[src/rtl/pipe_ctrl_pkg.sv]
// Shared definitions for the 8-bit pipeline front end: FSM state encoding
// of the IF/ID hazard controller and the PC/instruction widths used by the
// IF_ID and ID_EX pipeline registers.
package pipe_ctrl_pkg;

  localparam int PC_W    = 8;
  localparam int INSTR_W = 8;

  // Hazard controller states; the encoding is visible on the debug port.
  typedef enum logic [1:0] {
    ST_RUN       = 2'd0,
    ST_LU_STALL  = 2'd1,
    ST_FLUSH     = 2'd2,
    ST_IMEM_WAIT = 2'd3
  } pipe_state_e;

  // Larger of two cycle counts, used to size the shared down-counter.
  function automatic int max_cyc(input int a, input int b);
    return (a > b) ? a : b;
  endfunction

endpackage

[src/rtl/if_id_hazard_ctrl_sat_counter.sv]
// Saturating event counter for performance debug. Counts up by one on each
// cycle with inc set, sticks at all-ones, and clears synchronously on clr
// (clr wins, so an event in the clearing cycle is dropped).
module sat_counter #(
  parameter int CNT_W = 16
) (
  input  logic             clk,
  input  logic             reset,
  input  logic             inc,
  input  logic             clr,
  output logic [CNT_W-1:0] count
);

  // Increment that holds at the maximum representable value.
  function automatic logic [CNT_W-1:0] sat_inc(input logic [CNT_W-1:0] v);
    return (&v) ? v : (v + CNT_W'(1));
  endfunction

  // Counter register: async clear on reset, sync clear on clr.
  always_ff @(posedge clk or negedge reset) begin
    if (!reset) begin
      count <= '0;
    end else if (clr) begin
      count <= '0;
    end else if (inc) begin
      count <= sat_inc(count);
    end
  end

endmodule

[src/rtl/if_id_hazard_ctrl.sv]
// IF/ID hazard and sequencing controller for the 8-bit pipeline front end.
// Generates PC write-enable, IF_ID write-enable/flush and ID_EX bubble from
// load-use hazards, taken branches resolved in EX and instruction-memory
// wait states. Outputs are Mealy (state + inputs, zero latency). Two
// saturating counters record stalled cycles and accepted taken branches.
module if_id_hazard_ctrl
  import pipe_ctrl_pkg::*;
#(
  parameter int RA_W      = 2,
  parameter int LU_CYC    = 1,
  parameter int FLUSH_CYC = 1,
  parameter int CNT_W     = 16,
  parameter bit R0_ZERO   = 1'b1
) (
  input  logic             clk,
  input  logic             reset,
  input  logic [RA_W-1:0]  id_rs1,
  input  logic [RA_W-1:0]  id_rs2,
  input  logic             id_use_rs1,
  input  logic             id_use_rs2,
  input  logic [RA_W-1:0]  ex_rd,
  input  logic             ex_mem_read,
  input  logic             branch_taken,
  input  logic             imem_ready,
  input  logic             clr_stats,
  output logic             pc_we,
  output logic             if_id_we,
  output logic             if_id_flush,
  output logic             id_ex_bubble,
  output logic [1:0]       state_o,
  output logic [CNT_W-1:0] stall_cnt,
  output logic [CNT_W-1:0] flush_cnt
);

  // One down-counter serves both LU_STALL and FLUSH; it only needs to hold
  // the larger reload value (cycle count minus the cycle spent in RUN).
  localparam int CMAX = max_cyc(LU_CYC, FLUSH_CYC);
  localparam int DC_W = (CMAX > 2) ? $clog2(CMAX) : 1;
  localparam logic [DC_W-1:0] LU_LOAD = DC_W'(LU_CYC - 1);
  localparam logic [DC_W-1:0] FL_LOAD = DC_W'(FLUSH_CYC - 1);

  pipe_state_e     state;
  pipe_state_e     state_nxt;
  logic [DC_W-1:0] dcnt;
  logic [DC_W-1:0] dcnt_nxt;
  logic            dcnt_last;
  logic [DC_W-1:0] dcnt_dec;

  logic rd_valid;
  logic rs1_hit;
  logic rs2_hit;
  logic hazard;
  logic run_eval;
  logic flush_inc;
  logic stall_inc;

  // Load-use detection: a load in EX writes a register the ID instruction
  // reads. Register 0 is exempt when it is hardwired to zero.
  assign rd_valid = (ex_rd != '0) || !R0_ZERO;
  assign rs1_hit  = id_use_rs1 && (id_rs1 == ex_rd);
  assign rs2_hit  = id_use_rs2 && (id_rs2 == ex_rd);
  assign hazard   = ex_mem_read && rd_valid && (rs1_hit || rs2_hit);

  // A hold state ends after the cycle in which the counter reads 1 (or 0,
  // which only happens on a degenerate reload); the decrement floors at 0.
  assign dcnt_last = (dcnt == '0) || (dcnt == DC_W'(1));
  assign dcnt_dec  = (dcnt == '0) ? '0 : (dcnt - DC_W'(1));

  assign state_o = state;

  // Next-state and Mealy output decode; branch > hold > hazard > imem wait.
  always_comb begin
    pc_we        = 1'b1;
    if_id_we     = 1'b1;
    if_id_flush  = 1'b0;
    id_ex_bubble = 1'b0;
    state_nxt    = state;
    dcnt_nxt     = dcnt;
    flush_inc    = 1'b0;
    run_eval     = 1'b0;

    if (branch_taken) begin
      // Redirect: fetch from the target, squash the wrong-path instruction
      // in IF_ID and the one entering EX. Aborts any hold state.
      pc_we        = 1'b1;
      if_id_we     = 1'b1;
      if_id_flush  = 1'b1;
      id_ex_bubble = 1'b1;
      flush_inc    = 1'b1;
      state_nxt    = (FLUSH_CYC > 1) ? ST_FLUSH : ST_RUN;
      dcnt_nxt     = FL_LOAD;
    end else begin
      unique case (state)
        ST_LU_STALL: begin
          pc_we        = 1'b0;
          if_id_we     = 1'b0;
          id_ex_bubble = 1'b1;
          dcnt_nxt     = dcnt_dec;
          if (dcnt_last) begin
            state_nxt = ST_RUN;
          end
        end
        ST_FLUSH: begin
          pc_we        = imem_ready;
          if_id_flush  = 1'b1;
          id_ex_bubble = 1'b1;
          dcnt_nxt     = dcnt_dec;
          if (dcnt_last) begin
            state_nxt = ST_RUN;
          end
        end
        ST_IMEM_WAIT: begin
          if (!imem_ready) begin
            pc_we       = 1'b0;
            if_id_flush = 1'b1;
          end else begin
            run_eval = 1'b1;
          end
        end
        default: begin
          run_eval = 1'b1;
        end
      endcase

      if (run_eval) begin
        if (hazard) begin
          // Hold PC and IF_ID, send a bubble down to EX.
          pc_we        = 1'b0;
          if_id_we     = 1'b0;
          id_ex_bubble = 1'b1;
          state_nxt    = (LU_CYC > 1) ? ST_LU_STALL : ST_RUN;
          dcnt_nxt     = LU_LOAD;
        end else if (!imem_ready) begin
          // No valid instruction: hold PC, load a bubble into IF_ID, let
          // the instruction already in ID proceed.
          pc_we       = 1'b0;
          if_id_flush = 1'b1;
          state_nxt   = ST_IMEM_WAIT;
        end else begin
          state_nxt = ST_RUN;
        end
      end
    end

    // While reset is asserted the front end is frozen and fed bubbles.
    if (!reset) begin
      pc_we        = 1'b0;
      if_id_we     = 1'b0;
      if_id_flush  = 1'b1;
      id_ex_bubble = 1'b1;
      flush_inc    = 1'b0;
    end
  end

  assign stall_inc = !pc_we;

  // State and down-counter registers.
  always_ff @(posedge clk or negedge reset) begin
    if (!reset) begin
      state <= ST_RUN;
      dcnt  <= '0;
    end else begin
      state <= state_nxt;
      dcnt  <= dcnt_nxt;
    end
  end

  sat_counter #(
    .CNT_W (CNT_W)
  ) u_stall_cnt (
    .clk   (clk),
    .reset (reset),
    .inc   (stall_inc),
    .clr   (clr_stats),
    .count (stall_cnt)
  );

  sat_counter #(
    .CNT_W (CNT_W)
  ) u_flush_cnt (
    .clk   (clk),
    .reset (reset),
    .inc   (flush_inc),
    .clr   (clr_stats),
    .count (flush_cnt)
  );

endmodule

[config.mk]
export PLATFORM = sky130hd
export DESIGN_NAME = if_id_hazard_ctrl
export DESIGN_NICKNAME = d
export VERILOG_FILES = /design/src/rtl/pipe_ctrl_pkg.sv /design/src/rtl/if_id_hazard_ctrl_sat_counter.sv /design/src/rtl/if_id_hazard_ctrl.sv
export SDC_FILE = /design/constraint.sdc
export NUM_CORES = 1
export LEC_CHECK = 0
export ABC_AREA = 0
export CAP_MARGIN = 20
export CORE_ASPECT_RATIO = 1.1
export CORE_MARGIN = 4
export CORE_UTILIZATION = 48
export DETAILED_ROUTE_END_ITERATION = 10
export GPL_TIMING_DRIVEN = 0
export PLACE_DENSITY = 0.89
export SYNTH_ARGS = -nofsm -noshare
export SYNTH_HDL_FRONTEND = slang
export SYNTH_SLANG_ARGS = --single-unit
[constraint.sdc]
create_clock -name clk -period 2.15 [get_ports clk]
set_input_delay 0.43 -clock clk [delete_from_list [all_inputs] [get_ports clk]]
set_output_delay 0.43 -clock clk [all_outputs]
set_load 0.005 [all_outputs]
==> metrics.md, run 1 <==
| Metric | Value |
|---|---|
| # DRC | 0 |
| Layout cells sized above 1 | 19.1% |
| Number of antenna violations at the first check in global routing | 0 |
| Final Hold Violating Endpoints | 0 |
| Initial DRC count | 73 |
| Final Max Tran Viols | 0 |
| Cells after DPL | 296 |
| Hold WC Path Type | primary input to async pin |
| Sequential fraction of the synthesis area | 42.3% |
| Port bufs | 50 |
| Top-level I/O count | 52 |
| Flops & latches, synth | 33 |
| Slowest stage delay, CP | 0.23 ns |
| Number of enable flip-flop cells after synthesis | 0 |
| Initial core utilization | 49.7% |
| CTS Sinks | 33 |
| Peak supply drop | 0.400 mV |
| Die Area | 0.00515 sq mm |
| First-pass GRT wire length | 7600 microns |
| Ys async rst share | 100% |
| Cell Pwr Density | 473 mW/mm^2 |
| Vias per Instance | 5.43 |
| Clock Skew | 0.00493 ns |
| Routed vias | 1677 |
| Xor and xnor fraction of the mapped netlist area | 11.2% |
| Die height | 74.9 microns |
| P_leak | 1.10 nW |
| Antenna cells | 0 |
| Critical path type | primary input to output pin |
| Synth Cell Area | 0.00195 sq mm |
| CTS tree | built |
| GRT overflow | 0 |
| Fin worst setup slack | 0.0614 ns |
| # rows | 24 |
| Post-Synth Simple-Gate Area | 28.4% |
| Post-Syn Instances | 194 |
| CP Cell Sequence | clkdlybuf4s15_1 -> nand4bb_4 -> o22ai_4 -> a31oi_4 -> a21o_1 -> buf_6 -> o21a_1 -> buf_2 |
| Synth unique cells | 44 |
| YS warnings | 0 |
| Status | completed |
| Mux share of post-synthesis cell area | 1.67% |
| Routed WL per cell | 15.0 microns |
| Mean post-synth cell area | 10.1 sq um |
| Critical path buffers and inverters | 3 |
| Number of global-route vias before repair | 1670 |
| Final setup violation count | 0 |
| TritonCTS buffer count | 5 |
| Final ANT Viol Nets | 0 |
| RePlAce Congestion | 0.823 |
| Worst EP required | 1.72 ns |
| Total track usage | 19.8% |
| Tcrit/Tclk final | 97.1% |
| Crit path capture type | output pin |
| Half-perimeter wire length after placement | 3260 microns |
| H-tree lvl count | 2 |
| Area grow syn2layout | 36.6% |
| Syn nets | 210 |
| CP top delay family | compound AO/OA/AOI/OAI gates |
| Measured slew at the worst slew-check pin | 0.484 ns |
| Overall routed net length | 4620 microns |
| Worst-path fanout max | 2 |
| CTS Buffer Depth | 2 |
| Core Region | 0.00393 sq mm |
| Fmax | 479 MHz |
| Max transition margin | 67.6% |
| Adder-cell area share of the yosys netlist | 1.28% |
| Layout Nets | 272 |
| Clk_lat worst skew | 0.28 ns |
| Crit path DAT | 1.66 ns |
| Largest net degree at the start of global routing | 40 |
| Pre-CTS setup slack | -0.703 ns |
| Setup crit start kind | primary input |
| Fin cells | 309 |
| Maxcap violations | 0 |
| Worst path slowest cell | nand4bb_4 |
| Tmin final | 2.09 ns |
| Synthesized-area fraction occupied by ao, oa, aoi and oai cells | 12.1% |
| Die width | 68.8 microns |
| Reg clk slew, reported paths | 0.07 ns |
| Final hold slack | 0.101 ns |
| Clk root buf | clkbuf_8 |
| Combinational family with the most area after synthesis | simple AND/OR/NAND/NOR gates |
| First-pass DRT Iterations | 4 |
| Final core utilization | 67.8% |
| Setup TNS | 0 ns |
| Dominant synthesized flop cell | dfrtp_1 |
cells in the final DEF, fill, tap and decap left out, types with 3 or more instances in the layout:
cell	count
clkbuf_1	7
and4_1	3
xor2_1	9
clkdlybuf4s50_1	36
buf_2	4
buf_6	3
dfrtp_1	33
nor3_1	3
nor2b_1	6
nand3_1	13
buf_4	7
clkbuf_8	5
xnor2_1	14
nor2_1	31
nand2_1	15
inv_1	5
nor3_2	3
a21oi_1	5
nor4_2	3
nand4_1	6
clkbuf_2	3
worst register-to-register path, stage by stage (launching register included):
cell and delay, ns:
dfrtp_1 0.44, ha_1 0.23, nand4_2 0.26, o41ai_4 0.41, nor3_4 0.12, nand4_1 0.12, mux2_1 0.32
sequential cells by signal, summed over array words and instances, names as in the netlist:
name	cells
u_flush_cnt.count	16
u_stall_cnt.count	16
state_o	1
cell type report:
cell class | count | area [sq um]
Clock buffer | 8 | 80.1
Buffer | 7 | 45.0
Timing Repair Buffer | 55 | 503
Fill cell | 310 | 1270
Multi-Input combinational cell | 149 | 1130
Inverter | 5 | 18.8
Tap cell | 52 | 65.1
Sequential cell | 33 | 826
timing repair:
| item | 4_1_cts | 5_1_grt |
|---|---|---|
| setup buffers | 4 | 1 |
| setup endpoints to repair | 14 | 16 |
| hold buffers | 0 | 0 |
| cloned | 0 | 0 |
| resized for setup | 38 | 13 |
| pin swaps | 5 | 6 |
power by group:
part           switching, mW  internal (mW)  total [mW]
sequential            0.0127          0.630       0.642
clock                  0.220          0.230       0.450
combinational         0.0893         0.0798       0.169
cells by family after synthesis:
kind of cell             after synthesis
AO/OA/AOI/OAI                         23
XOR/XNOR                              25
adder cells (fa/ha/maj)                2
buffers and inverters                 12
flip-flops                            33
multiplexers                           3
AND/OR/NAND/NOR                       96
worst paths after layout:
check	start	slack [ns]	cells past startpoint	to
worst max-delay path	id_rs2[1]	0.06	8	if_id_we
worst min-delay path	reset	0.10	1	u_flush_cnt.count[11]
worst max register to register	u_stall_cnt.count[0]	0.14	6	u_stall_cnt.count[15]
worst min register to register	u_flush_cnt.count[13]	0.57	2	u_flush_cnt.count[13]
max in group asynchronous	reset	1.72	1	u_stall_cnt.count[0]
min in group clk	u_flush_cnt.count[13]	0.57	2	u_flush_cnt.count[13]
routing by layer:
| metal | global-route usage [%] | part of all wire (%) |
|---|---|---|
| met1 | 24.1 | 42 |
| met2 | 33.5 | 53 |
| met3 | 5.82 | 4.5 |
| met4 | 6.28 | 1.3 |
| met5 | 0 | 0 |
synthesized netlist by cell type, types with 3 or more instances:
cell	count	area share, %
xnor2_1	15	6.7
nor3_1	3	0.77
nand3_1	13	3.3
clkbuf_1	4	0.77
nor3_2	3	1.5
nand2_1	16	3.1
inv_1	5	0.96
a21oi_1	5	1.3
nor4_2	3	1.9
and4_1	3	1.3
xor2_1	10	4.5
nor2b_1	6	1.9
dfrtp_1	33	42
nand4_1	6	1.9
nor2_1	31	6.0
stage by stage:
stage / cell area [sq um] / total power [mW]
after floorplan: 1950 / 0.724
after global placement: 2520 / 0.807
after detailed placement: 2510 / 0.810
after CTS: 2650 / 1.27
after global routing: 2670 / 1.32
final: 2670 / 1.26
(Power assumes the default switching activity.)
==> inputs of run 2 (changes only) <==
TNS_END_PERCENT = 5   (was not set)
==> run 2 against run 1 <==
Worst setup slack lost 0.032 ns. Register-to-register slack is essentially flat. Via count grew 0.48%. Clock power is essentially flat. Clock skew is essentially flat. Sequential power is essentially flat. Power shrank 0.18%. Fmax shrank 1.5%. Cell count is the same. Core utilization shrank 0.32 points. Flip-flop and latch count is the same.
==> metrics.md, run 2 (synthesis results as in run 1) <==
| Metric | Value |
|---|---|
| Status | completed |
| Tmin final | 2.12 ns |
| TritonCTS buffer count | 5 |
| Half-perimeter wire length after placement | 3260 microns |
| Top-level I/O count | 52 |
| Crit path capture type | output pin |
| CTS Sinks | 33 |
| P_leak | 1.10 nW |
| Commonest non-fill, non-tap cell in the layout | clkdlybuf4s50_1 |
| Crit path DAT | 1.69 ns |
| GRT overflow | 0 |
| Measured slew at the worst slew-check pin | 0.485 ns |
| Commonest cells after routing, fill and taps aside | 36 x clkdlybuf4s50_1, 33 x dfrtp_1, 31 x nor2_1 |
| Clk root buf | clkbuf_8 |
| Total track usage | 19.7% |
| Cell Pwr Density | 474 mW/mm^2 |
| Initial core utilization | 49.7% |
| Peak supply drop | 0.399 mV |
| Die height | 74.9 microns |
| Core Region | 0.00393 sq mm |
| Worst-path fanout max | 2 |
| Final Hold Violating Endpoints | 0 |
| First-pass DRT Iterations | 4 |
| Power, Total | 1.26 mW |
| Routed vias | 1685 |
| Critical path type | primary input to output pin |
| Routed WL per cell | 14.9 microns |
| CTS Buffer Depth | 2 |
| Antenna cells | 0 |
| Fin cells | 309 |
| Layout Nets | 272 |
| Final ANT Viol Nets | 0 |
| Clk_lat worst skew | 0.28 ns |
| Clock Skew | 0.00505 ns |
| Vias per Instance | 5.45 |
| Final Max Tran Viols | 0 |
| CTS tree | built |
| Hold WC Path Type | primary input to async pin |
| # DRC | 0 |
| H-tree lvl count | 2 |
| Cells after DPL | 296 |
| Final setup violation count | 0 |
| Reg clk slew, reported paths | 0.07 ns |
| Unrepaired setup endpoints after global routing | yes |
| Layout fillers | 314 |
| First-pass GRT wire length | 7580 microns |
| # rows | 24 |
| Area grow syn2layout | 35.9% |
| Number of global-route vias before repair | 1669 |
| Worst EP required | 1.72 ns |
| # hold bufs at CTS | 0 |
| Setup crit start kind | primary input |
| Largest net degree at the start of global routing | 40 |
| Tcrit/Tclk final | 98.6% |
| Max transition margin | 67.6% |
| Number of antenna violations at the first check in global routing | 0 |
| RePlAce Congestion | 0.823 |
| Overall routed net length | 4610 microns |
| Die width | 68.8 microns |
| Setup TNS | 0 ns |
| Die Area | 0.00515 sq mm |
| Initial DRC count | 76 |
| Maxcap violations | 0 |
| Port bufs | 50 |
| Fmax | 472 MHz |
| Layout cells sized above 1 | 18.7% |
run 2: cell types whose count changed in the layout (fill, tap and decap cells not counted), sizes merged:
cell,previous run,this run
clkdlybuf4s15,2,0
clkbuf,15,17
buf,14,13
dlygate4sd2,2,3
run 2: stage by stage:
step | setup WS, ns | hold slack [ns] | utilization [%] | instance area [sq um]
detailed placement | -0.703 | 0.563 | 63.9 | 2510
CTS | -0.0128 | 0.101 | 67.4 | 2650
global route | -0.0274 | 0.121 | 67.5 | 2660
floorplan | 0.229 | 0.134 | - | 1950
finish | 0.0297 | 0.0956 | 67.5 | 2660
global placement | -1.55 | 0.541 | 64.0 | 2520
run 2: per-layer routing:
metal	track usage [%]	vias to the layer above	wire [microns]
met5	0	-	0
met4	6.28	0	61
met3	5.82	7	222
met2	33.4	33	2460
met1	24.1	835	1870
li1	-	810	-
run 2: final timing paths:
kind | startpoint | end | slack [ns] | cells past startpoint
worst max-delay path | id_rs2[1] | if_id_we | 0.03 | 8
worst min-delay path | reset | u_flush_cnt.count[11] | 0.1 | 1
worst max register to register | u_stall_cnt.count[0] | u_stall_cnt.count[7] | 0.14 | 6
worst min register to register | u_flush_cnt.count[13] | u_flush_cnt.count[13] | 0.57 | 2
max in group asynchronous | reset | u_stall_cnt.count[0] | 1.73 | 1
min in group clk | u_flush_cnt.count[13] | u_flush_cnt.count[13] | 0.57 | 2
run 2: what timing repair did:
item / CTS / global route
pin swaps: 5 / 4
setup buffers: 4 / 1
setup endpoints to repair: 14 / 16
gates resized for setup: 35 / 11
run 2: power breakdown:
group / total, mW / switching [mW] / leakage [nW] / internal (mW)
sequential: 0.643 / 0.0128 / 0.458 / 0.630
combinational: 0.167 / 0.0888 / 0.604 / 0.0781
clock: 0.450 / 0.220 / 0.0395 / 0.230
run 2: final cells by class:
type / instances / area, sq um / area share [%]
plain buffers: 7 / 45.0 / 1.70
flip-flops and latches: 33 / 826 / 31.1
repair buffers: 55 / 493 / 18.6
multi-input cells: 149 / 1130 / 42.5
clock buffers: 8 / 80.1 / 3.02
inverters: 5 / 18.8 / 0.707
well taps: 52 / 65.1 / 2.45
run 2: worst max-delay path, cell delays in order:
cell and delay, ns:
dlygate4sd2_1 0.24, nand4bb_4 0.19, o22ai_4 0.20, a31oi_4 0.06
a21o_1 0.19, buf_6 0.12, o21a_1 0.15, buf_2 0.12
